[config.mk]
export PLATFORM = sky130hd
export DESIGN_NAME = vid_timing_monitor
export DESIGN_NICKNAME = d
export VERILOG_FILES = /design/src/rtl/vid_timing_monitor.sv
export SDC_FILE = /design/constraint.sdc
export NUM_CORES = 1
export LEC_CHECK = 0
export CORE_ASPECT_RATIO = 1.2
export CORE_UTILIZATION = 35
export CTS_CLUSTER_DIAMETER = 30
export CTS_CLUSTER_SIZE = 40
export DETAILED_ROUTE_END_ITERATION = 8
export PLACE_DENSITY = 0.65
export SLEW_MARGIN = 0
export SYNTH_ARGS = -nofsm -noshare
export SYNTH_HDL_FRONTEND = slang
export SYNTH_SLANG_ARGS = --single-unit
[constraint.sdc]
create_clock -name px_clk -period 2.5 [get_ports px_clk]
set_input_delay 0.5 -clock px_clk [delete_from_list [all_inputs] [get_ports px_clk]]
set_output_delay 0.5 -clock px_clk [all_outputs]
set_load 0.01 [all_outputs]
[src/rtl/vid_timing_monitor.sv]
`default_nettype none
// ============================================================================
// Module      : vid_timing_monitor
// Description : Receive-side monitor for a parallel video stream
//               (vsync/hsync/dval + RGB888). Measures the frame geometry and a
//               per-frame pixel checksum, flags geometry errors and asserts
//               lock after a run of clean frames. Never back-pressures.
// Revision    : 1.0 - initial release
// ============================================================================
module vid_timing_monitor #(
    parameter int EXP_HACT    = 640,
    parameter int EXP_VACT    = 480,
    parameter int LOCK_FRAMES = 4,
    parameter int CW          = 16
) (
    input  logic          px_clk,
    input  logic          sys_rst,
    input  logic          vsync_i,
    input  logic          hsync_i,
    input  logic          dval_i,
    input  logic [7:0]    rdata_i,
    input  logic [7:0]    gdata_i,
    input  logic [7:0]    bdata_i,
    output logic          frm_done_o,
    output logic [CW-1:0] hact_o,
    output logic [CW-1:0] vact_o,
    output logic [CW-1:0] htot_o,
    output logic [31:0]   csum_o,
    output logic [2:0]    err_o,
    output logic          lock_o
);

    typedef enum logic [1:0] {
        SEEK   = 2'd0,
        ACTIVE = 2'd1,
        REPORT = 2'd2
    } state_t;

    localparam logic [CW-1:0] ONE      = {{(CW-1){1'b0}}, 1'b1};
    localparam logic [CW-1:0] EXP_H    = CW'(EXP_HACT);
    localparam logic [CW-1:0] EXP_V    = CW'(EXP_VACT);
    localparam logic [3:0]    LOCK_MAX = 4'(LOCK_FRAMES);

    state_t        state;
    state_t        state_nxt;
    logic          start_frame;
    logic          close_line;
    logic          do_report;

    logic          vs_d;
    logic          hs_d;
    logic          vs_rise;
    logic          vs_fall;
    logic          hs_rise;
    logic          pix_valid;

    logic [CW-1:0] line_cnt;
    logic [CW-1:0] ref_len;
    logic          have_ref;
    logic          mismatch;
    logic [CW-1:0] vact_cnt;
    logic [CW-1:0] htot_cnt;
    logic [CW-1:0] htot_cap;
    logic          hs_seen;
    logic [31:0]   csum_acc;

    logic [2:0]    err_nxt;
    logic [3:0]    lock_cnt;
    logic [3:0]    lock_cnt_nxt;

    function automatic logic [CW-1:0] sat_inc(input logic [CW-1:0] v);
        return (v == '1) ? v : v + ONE;
    endfunction

    assign vs_rise   = vsync_i & ~vs_d;
    assign vs_fall   = ~vsync_i & vs_d;
    assign hs_rise   = hsync_i & ~hs_d;
    assign pix_valid = (state == ACTIVE) && dval_i && vsync_i;

    assign err_nxt = {vact_cnt != EXP_V, ref_len != EXP_H, mismatch};

    // Lock counter advance: clean frame counts up to the lock threshold, any error restarts
    always_comb begin
        lock_cnt_nxt = lock_cnt;
        if (err_nxt != 3'b000) begin
            lock_cnt_nxt = 4'd0;
        end else if (lock_cnt != LOCK_MAX) begin
            lock_cnt_nxt = lock_cnt + 4'd1;
        end
    end

    // Input edge-detect registers; reset high so a frame already in progress
    // when reset releases does not look like a fresh vsync rise
    always_ff @(posedge px_clk) begin
        if (sys_rst) begin
            vs_d <= 1'b1;
            hs_d <= 1'b1;
        end else begin
            vs_d <= vsync_i;
            hs_d <= hsync_i;
        end
    end

    // FSM state register
    always_ff @(posedge px_clk) begin
        if (sys_rst) begin
            state <= SEEK;
        end else begin
            state <= state_nxt;
        end
    end

    // FSM next-state and per-cycle control strobes
    always_comb begin
        state_nxt   = state;
        start_frame = 1'b0;
        close_line  = 1'b0;
        do_report   = 1'b0;
        case (state)
            SEEK: begin
                if (vs_rise) begin
                    state_nxt   = ACTIVE;
                    start_frame = 1'b1;
                end
            end
            ACTIVE: begin
                // A coincident hsync rise and vsync fall closes the line once
                close_line = hs_rise | vs_fall;
                if (vs_fall) begin
                    state_nxt = REPORT;
                end
            end
            REPORT: begin
                do_report = 1'b1;
                if (vs_rise) begin
                    state_nxt   = ACTIVE;
                    start_frame = 1'b1;
                end else begin
                    state_nxt = SEEK;
                end
            end
            default: state_nxt = SEEK;
        endcase
    end

    // Frame accumulators: line length, line count, reference length, htot, checksum
    always_ff @(posedge px_clk) begin
        if (sys_rst || start_frame) begin
            line_cnt <= '0;
            ref_len  <= '0;
            have_ref <= 1'b0;
            mismatch <= 1'b0;
            vact_cnt <= '0;
            htot_cnt <= '0;
            htot_cap <= '0;
            hs_seen  <= 1'b0;
            csum_acc <= '0;
        end else if (state == ACTIVE) begin
            if (close_line) begin
                if (line_cnt != '0) begin
                    vact_cnt <= sat_inc(vact_cnt);
                    if (!have_ref) begin
                        ref_len  <= line_cnt;
                        have_ref <= 1'b1;
                    end else if (line_cnt != ref_len) begin
                        mismatch <= 1'b1;
                    end
                end
                // A pixel on the closing edge belongs to the new line
                line_cnt <= pix_valid ? ONE : '0;
            end else if (pix_valid) begin
                line_cnt <= sat_inc(line_cnt);
            end

            if (pix_valid) begin
                csum_acc <= csum_acc + {8'h00, rdata_i, gdata_i, bdata_i};
            end

            // Counter restarts at 1 so the captured value equals the rise-to-rise period
            if (hs_rise) begin
                htot_cnt <= ONE;
                hs_seen  <= 1'b1;
                if (hs_seen) begin
                    htot_cap <= htot_cnt;
                end
            end else begin
                htot_cnt <= sat_inc(htot_cnt);
            end
        end
    end

    // Result registers, loaded once per frame in REPORT
    always_ff @(posedge px_clk) begin
        if (sys_rst) begin
            frm_done_o <= 1'b0;
            hact_o     <= '0;
            vact_o     <= '0;
            htot_o     <= '0;
            csum_o     <= '0;
            err_o      <= '0;
            lock_o     <= 1'b0;
            lock_cnt   <= 4'd0;
        end else begin
            frm_done_o <= do_report;
            if (do_report) begin
                hact_o   <= ref_len;
                vact_o   <= vact_cnt;
                htot_o   <= htot_cap;
                csum_o   <= csum_acc;
                err_o    <= err_nxt;
                lock_cnt <= lock_cnt_nxt;
                lock_o   <= (lock_cnt_nxt == LOCK_MAX);
            end
        end
    end

endmodule
`default_nettype wire

Yosys cells after proc, flatten, opt, wreduce, memory -nomap -nowiden
Index checks and enable logic that the tools add are counted.
- $add $sub $neg: 5
- multiply operators: 0
- div/mod/pow operators: 0
- order comparisons: 0
- equality and inequality tests: 14
- shift-type cells: 0
- muxes and demuxes: 16
- bitwise operators: 9
- reduce and logical (&&, ||, !) cells: 18
- operators with widths (kind ; count):
    two-way mux 16 bit ; 5
    adder 16 x 1 -> 16 bit, second input constant ; 3
    == test 16 bit, second input constant ; 3
    adder 32 x 24 -> 32 bit ; 1
    != test 16 x 10 -> 1 bit, second input constant ; 1
    != test 16 bit ; 1
    != test 16 x 9 -> 1 bit, second input constant ; 1
    nonzero test 16 bit ; 1
    AND reduction 3 bit ; 3
    two-way mux 4 bit ; 2
    != test 2 bit, second input constant ; 4
    AND reduction 2 bit ; 4
    AND reduction 4 bit ; 2
    two-way mux 1 bit ; 6
    case mux 2 bit (3 select lines) ; 1
    NOT 1 bit ; 5
    AND reduction 5 bit ; 1
    adder 4 x 1 -> 4 bit, second input constant ; 1
    == test 4 x 3 -> 1 bit, second input constant ; 1
    two-way mux 2 bit ; 2
    != test 4 x 3 -> 1 bit, second input constant ; 1
    bitwise AND 1 bit ; 3
    nonzero test 3 bit ; 1
    == test 2 x 1 -> 1 bit, second input constant ; 1
    other kinds (7) ; 8
- register bits: 208
- bits in latches: 0
- RAM bits: 0
- bits in read-only memories: 0
- logic and storage cells: 82
- memories kept: 0

Longest topological paths before layout
Gate-level depths: netlist (run 1).
- depth in word-level cells: 6
- mapped depth: 10
- gate-level depth less buffers: 9

Worst setup path after synthesis (run 1)
No wires, ideal clock.
- kind: in2reg
- start point: input bdata_i[0]
- end point: register csum_acc[20]
- arrival: 2.422 ns
- setup slack: -0.044 ns
- cell stages on the path: 9
- buffers on the path: 0
- cells stage by stage: ha_1 -> fa_1 -> a21oi_1 -> o211ai_1 -> a21oi_2 -> o211ai_1 -> o31ai_1 -> mux2i_1 -> a311o_1
- longest elaborated chain between the ends: 1
- RTL lines (element ; line ; source):
    start: declaration ; 23 ; input logic [7:0] bdata_i,
    adder 32 x 24 -> 32 bit ; 176 ; csum_acc <= csum_acc + {8'h00, rdata_i, gdata_i, bdata_i};
    end signal: assignment ; 176 ;
    end: declaration ; 65 ; logic [31:0] csum_acc;
Every way passes these cells.
A chain may end at the register's enable or synchronous reset.

Worst setup path in the final report (run 1)
- start point: input gdata_i[1]
- end point: register csum_acc[26]
- longest elaborated chain between the ends: 1
- RTL lines (element ; line ; source):
    start: declaration ; 22 ; input logic [7:0] gdata_i,
    adder 32 x 24 -> 32 bit ; 176 ;
Every way passes these cells.

==> impl_metrics.tcl, run 1 <==
set metrics [dict create \
    grt_use_total 0.183 \
    syn_area_per_cell_sq_um 8.04 \
    numPortBuffers 113 \
    synthesis.nets 1258 \
    die_area_sq_mm 0.0282 \
    antennaDiodeCount 0 \
    timing.critical_path.mode_cell "sky130_fd_sc_hd__a21oi_2" \
    finalCritPeriodShare 0.983 \
    hp-class "reg2reg" \
    worstHoldStart "htot_cap[5]$_SDFFE_PP0P_" \
    clk_latency_ps 520 \
    detailedPlace.worstSlack_ps -584 \
    ant_nets 0 \
    coreArea_sq_mm 0.0271 \
    timing.max_slew.rel_slack 0.549 \
    mostFrequentLayoutCells "257 x sky130_fd_sc_hd__nand2_1, 207 x sky130_fd_sc_hd__dfxtp_1, 154 x sky130_fd_sc_hd__a21oi_1" \
    totalPowerFinal_uw 9580 \
    nFillCells 2547 \
    grt_antenna_before_repair 0 \
    vdd.ir_drop.worst_uv 469 \
    worst_r2r_startpoint "csum_acc[0]$_SDFFE_PP0P_" \
    layout-area-overhead-vs-synth_pct 40.0 \
    path_buf_inv 2 \
    drt_pre_antenna_iters 5 \
    final.hold.worst_slack_ps 440 \
    cap_viol_max_count 0 \
    max_stage_delay_ps 470 \
    drc 0 \
    post_synth_num_cell_types 62 \
    worstMarginPinSlew_ps 676 \
    tritoncts.num_buffers 41 \
    cts_hold_repair.buffers 0 \
    critical_path.startpoint "gdata_i[1]" \
    critical_setup_path_class "in2reg" \
    share_of_post_route_cells_with_drive_strength_above_1 0.159 \
    cts-htree-levels 2 \
    required_time_worst_endpoint_ps 2950 \
    dp_hpwl_mm 18.0 \
    number_of_failing_hold_endpoints_at_the_final_stage 0 \
    avg_vias_per_cell 5.06 \
    status "finished clean" \
    yosys_register_bits 208 \
    crit_path_top_delay_cell "sky130_fd_sc_hd__clkdlybuf4s50_1" \
    final_area_sq_mm 0.0135 \
    critical_path.top_delay_family "simple AND/OR/NAND/NOR gates" \
    cts_tree "yes" \
    final_net_count 1459 \
    fmax_mhz 407 \
    ys.warnings.count 0 \
    synth_enable_flop_cells 0 \
    critPathArrivalTime_ps 2910 \
    power_density_mw_per_mm2 711 \
    global_route.overflow_total 0 \
    std_cell_rows 66 \
    grt_setup_unrepaired "yes" \
    yosysSeqAreaShare 0.433 \
    layout.cells.most_common "sky130_fd_sc_hd__nand2_1" \
    totalWireLength_mm 25.8 \
    timing.critical_path.fanout_max 6 \
    biggestRegsByFlops "csum_acc (32), csum_o (32)" \
    setup.worst_path.end_class "flop" \
    drt-wirelength-per-cell_microns 14.6 \
    grt_pass1_wl_mm 42.4 \
    netlist_area_sq_mm 0.00962 \
    worst_setup_hold_path_clk_slew_ps 50 \
    synth-main-ff-cell "sky130_fd_sc_hd__dfxtp_1" \
    reported_leakage_power_uw 0.00496 \
    boundaryPins 114 \
    netlist_instances 1197 \
    die_height_microns 184 \
    skew_ps 15.0 \
    min_period_ps 2460 \
    clock_tree.root_cell "sky130_fd_sc_hd__clkbuf_16" \
    clkSinkCount 208 \
    worstSetupStartpointType "input pin" \
    detailroute.via_count 8953 \
    start_util 0.355 \
    grt_max_degree 70 \
    weighted_congestion_at_the_end_of_routability_driven_global_placement 0.892 \
    grt_pass1_vias 8746 \
    finalMaxSlewViolations 0 \
    path_cells "clkdlybuf4s50_1 > ha_4 > and4_4 > o21a_1 > a21oi_2 > a21oi_2 > a41oi_2 > buf_4 > or4_1 > nand3_1" \
    timing.final.setup_violations 0 \
    share_of_synthesized_registers_carrying_an_async_set_or_reset 0 \
    die_w_microns 153 \
    cts.path.max_buffers 3 \
    finalWorstSetupSlack_ps 42.2 \
    drt_first_iter_violations 413 \
    post_dp_cell_area_sq_mm 0.0118 \
]
cells by family (layout without fill, tap and decap cells):
logic type	Yosys count	count (layout)	share of synthesized area
AND/OR/NAND/NOR	522	522	0.249
buffers and inverters	91	323	0.0373
AO/OA/AOI/OAI	257	257	0.157
XOR/XNOR	70	70	0.0637
multiplexers	17	17	0.0177
adder cells (fa/ha/maj)	32	32	0.0424
flip-flops	208	208	0.433
stage by stage:
stage	setup TNS, ps	std cells	utilization
2_1_floorplan	0	1197	-
3_3_place_gp	-9310	1693	0.436
3_5_place_dp	-9860	1693	0.436
4_1_cts	-18.1	1768	0.492
5_1_grt	-96.4	1769	0.497
6_report	0	1769	0.497
repair_timing:
| item | 4_1_cts | 5_1_grt |
|---|---|---|
| gates resized for setup | 1 | 23 |
| pin swaps | 4 | 10 |
| setup buffers | 1 | 1 |
| setup endpoints to repair | 3 | 15 |
cells in the mapped netlist (6+ instances only):
library cell | count | area (sq um)
sky130_fd_sc_hd__a211oi_1 | 8 | 60.1
sky130_fd_sc_hd__a21oi_1 | 157 | 786
sky130_fd_sc_hd__a31oi_1 | 7 | 43.8
sky130_fd_sc_hd__and3_1 | 16 | 100
sky130_fd_sc_hd__and4_1 | 6 | 52.6
sky130_fd_sc_hd__buf_1 | 8 | 30.0
sky130_fd_sc_hd__buf_2 | 13 | 65.1
sky130_fd_sc_hd__clkbuf_1 | 46 | 173
sky130_fd_sc_hd__dfxtp_1 | 208 | 4160
sky130_fd_sc_hd__ha_1 | 31 | 388
sky130_fd_sc_hd__inv_1 | 23 | 86.3
sky130_fd_sc_hd__mux2i_1 | 17 | 170
sky130_fd_sc_hd__nand2_1 | 257 | 965
sky130_fd_sc_hd__nand2b_1 | 6 | 37.5
sky130_fd_sc_hd__nand3_1 | 35 | 175
sky130_fd_sc_hd__nand4_1 | 24 | 150
sky130_fd_sc_hd__nor2_1 | 96 | 360
sky130_fd_sc_hd__nor3_1 | 13 | 65.1
sky130_fd_sc_hd__nor4_1 | 13 | 81.3
sky130_fd_sc_hd__o211ai_1 | 6 | 45.0
sky130_fd_sc_hd__o21a_1 | 6 | 45.0
sky130_fd_sc_hd__o21ai_0 | 38 | 190
sky130_fd_sc_hd__or2_2 | 6 | 37.5
sky130_fd_sc_hd__or3_1 | 16 | 100
sky130_fd_sc_hd__or4_1 | 6 | 45.0
sky130_fd_sc_hd__xnor2_1 | 43 | 377
sky130_fd_sc_hd__xor2_1 | 27 | 236
final timing paths:
kind,cells after the start,endpoint,slack [ps]
max reg2reg,9,csum_acc[20]$_SDFFE_PP0P_,90
max,10,csum_acc[26]$_SDFFE_PP0P_,40
min reg2reg,2,htot_o[5]$_SDFFE_PP0P_,440
min,2,htot_o[5]$_SDFFE_PP0P_,440
report_power, final:
group          internal, uW  switching (uW)  leakage, uW
clock network          4060            1780     0.000723
registers              3340            16.2      0.00168
logic                   175             215      0.00256
total                  7570            2010      0.00496
per-layer routing:
metal,wire length [microns],share of wire,track usage,up-vias
met5,0,0,0,-
met1,11100,0.43,0.212,4200
met4,624,0.024,0.0696,0
met3,862,0.033,0.0283,45
met2,13200,0.51,0.339,168
li1,-,-,-,4540
final cells by class:
type                            count  area [sq um]  area share
Inverter                           23          86.3     0.00641
Clock inverter                     19           310      0.0230
Multi-Input combinational cell    898          5260       0.390
Timing Repair Buffer              226          2040       0.151
Clock buffer                       55          1190      0.0883
Tap cell                          340           425      0.0316
Sequential cell                   208          4170       0.309
worst reg2reg max path: stages (launching register included):
cell,delay (ps)
sky130_fd_sc_hd__dfxtp_2,330
sky130_fd_sc_hd__ha_4,170
sky130_fd_sc_hd__fa_2,350
sky130_fd_sc_hd__a21oi_2,160
sky130_fd_sc_hd__o211ai_1,130
sky130_fd_sc_hd__a21oi_2,260
sky130_fd_sc_hd__o211ai_1,190
sky130_fd_sc_hd__o31ai_2,290
sky130_fd_sc_hd__mux2i_1,110
sky130_fd_sc_hd__a311o_1,310
No activity file was read; power rests on OpenSTA's default activity.
==> inputs of run 2 (changes only) <==
SLEW_MARGIN = 20   (was 0)
==> results of run 2 <==
Same layout as run 1: the final DEF is identical, and so are final timing and power.
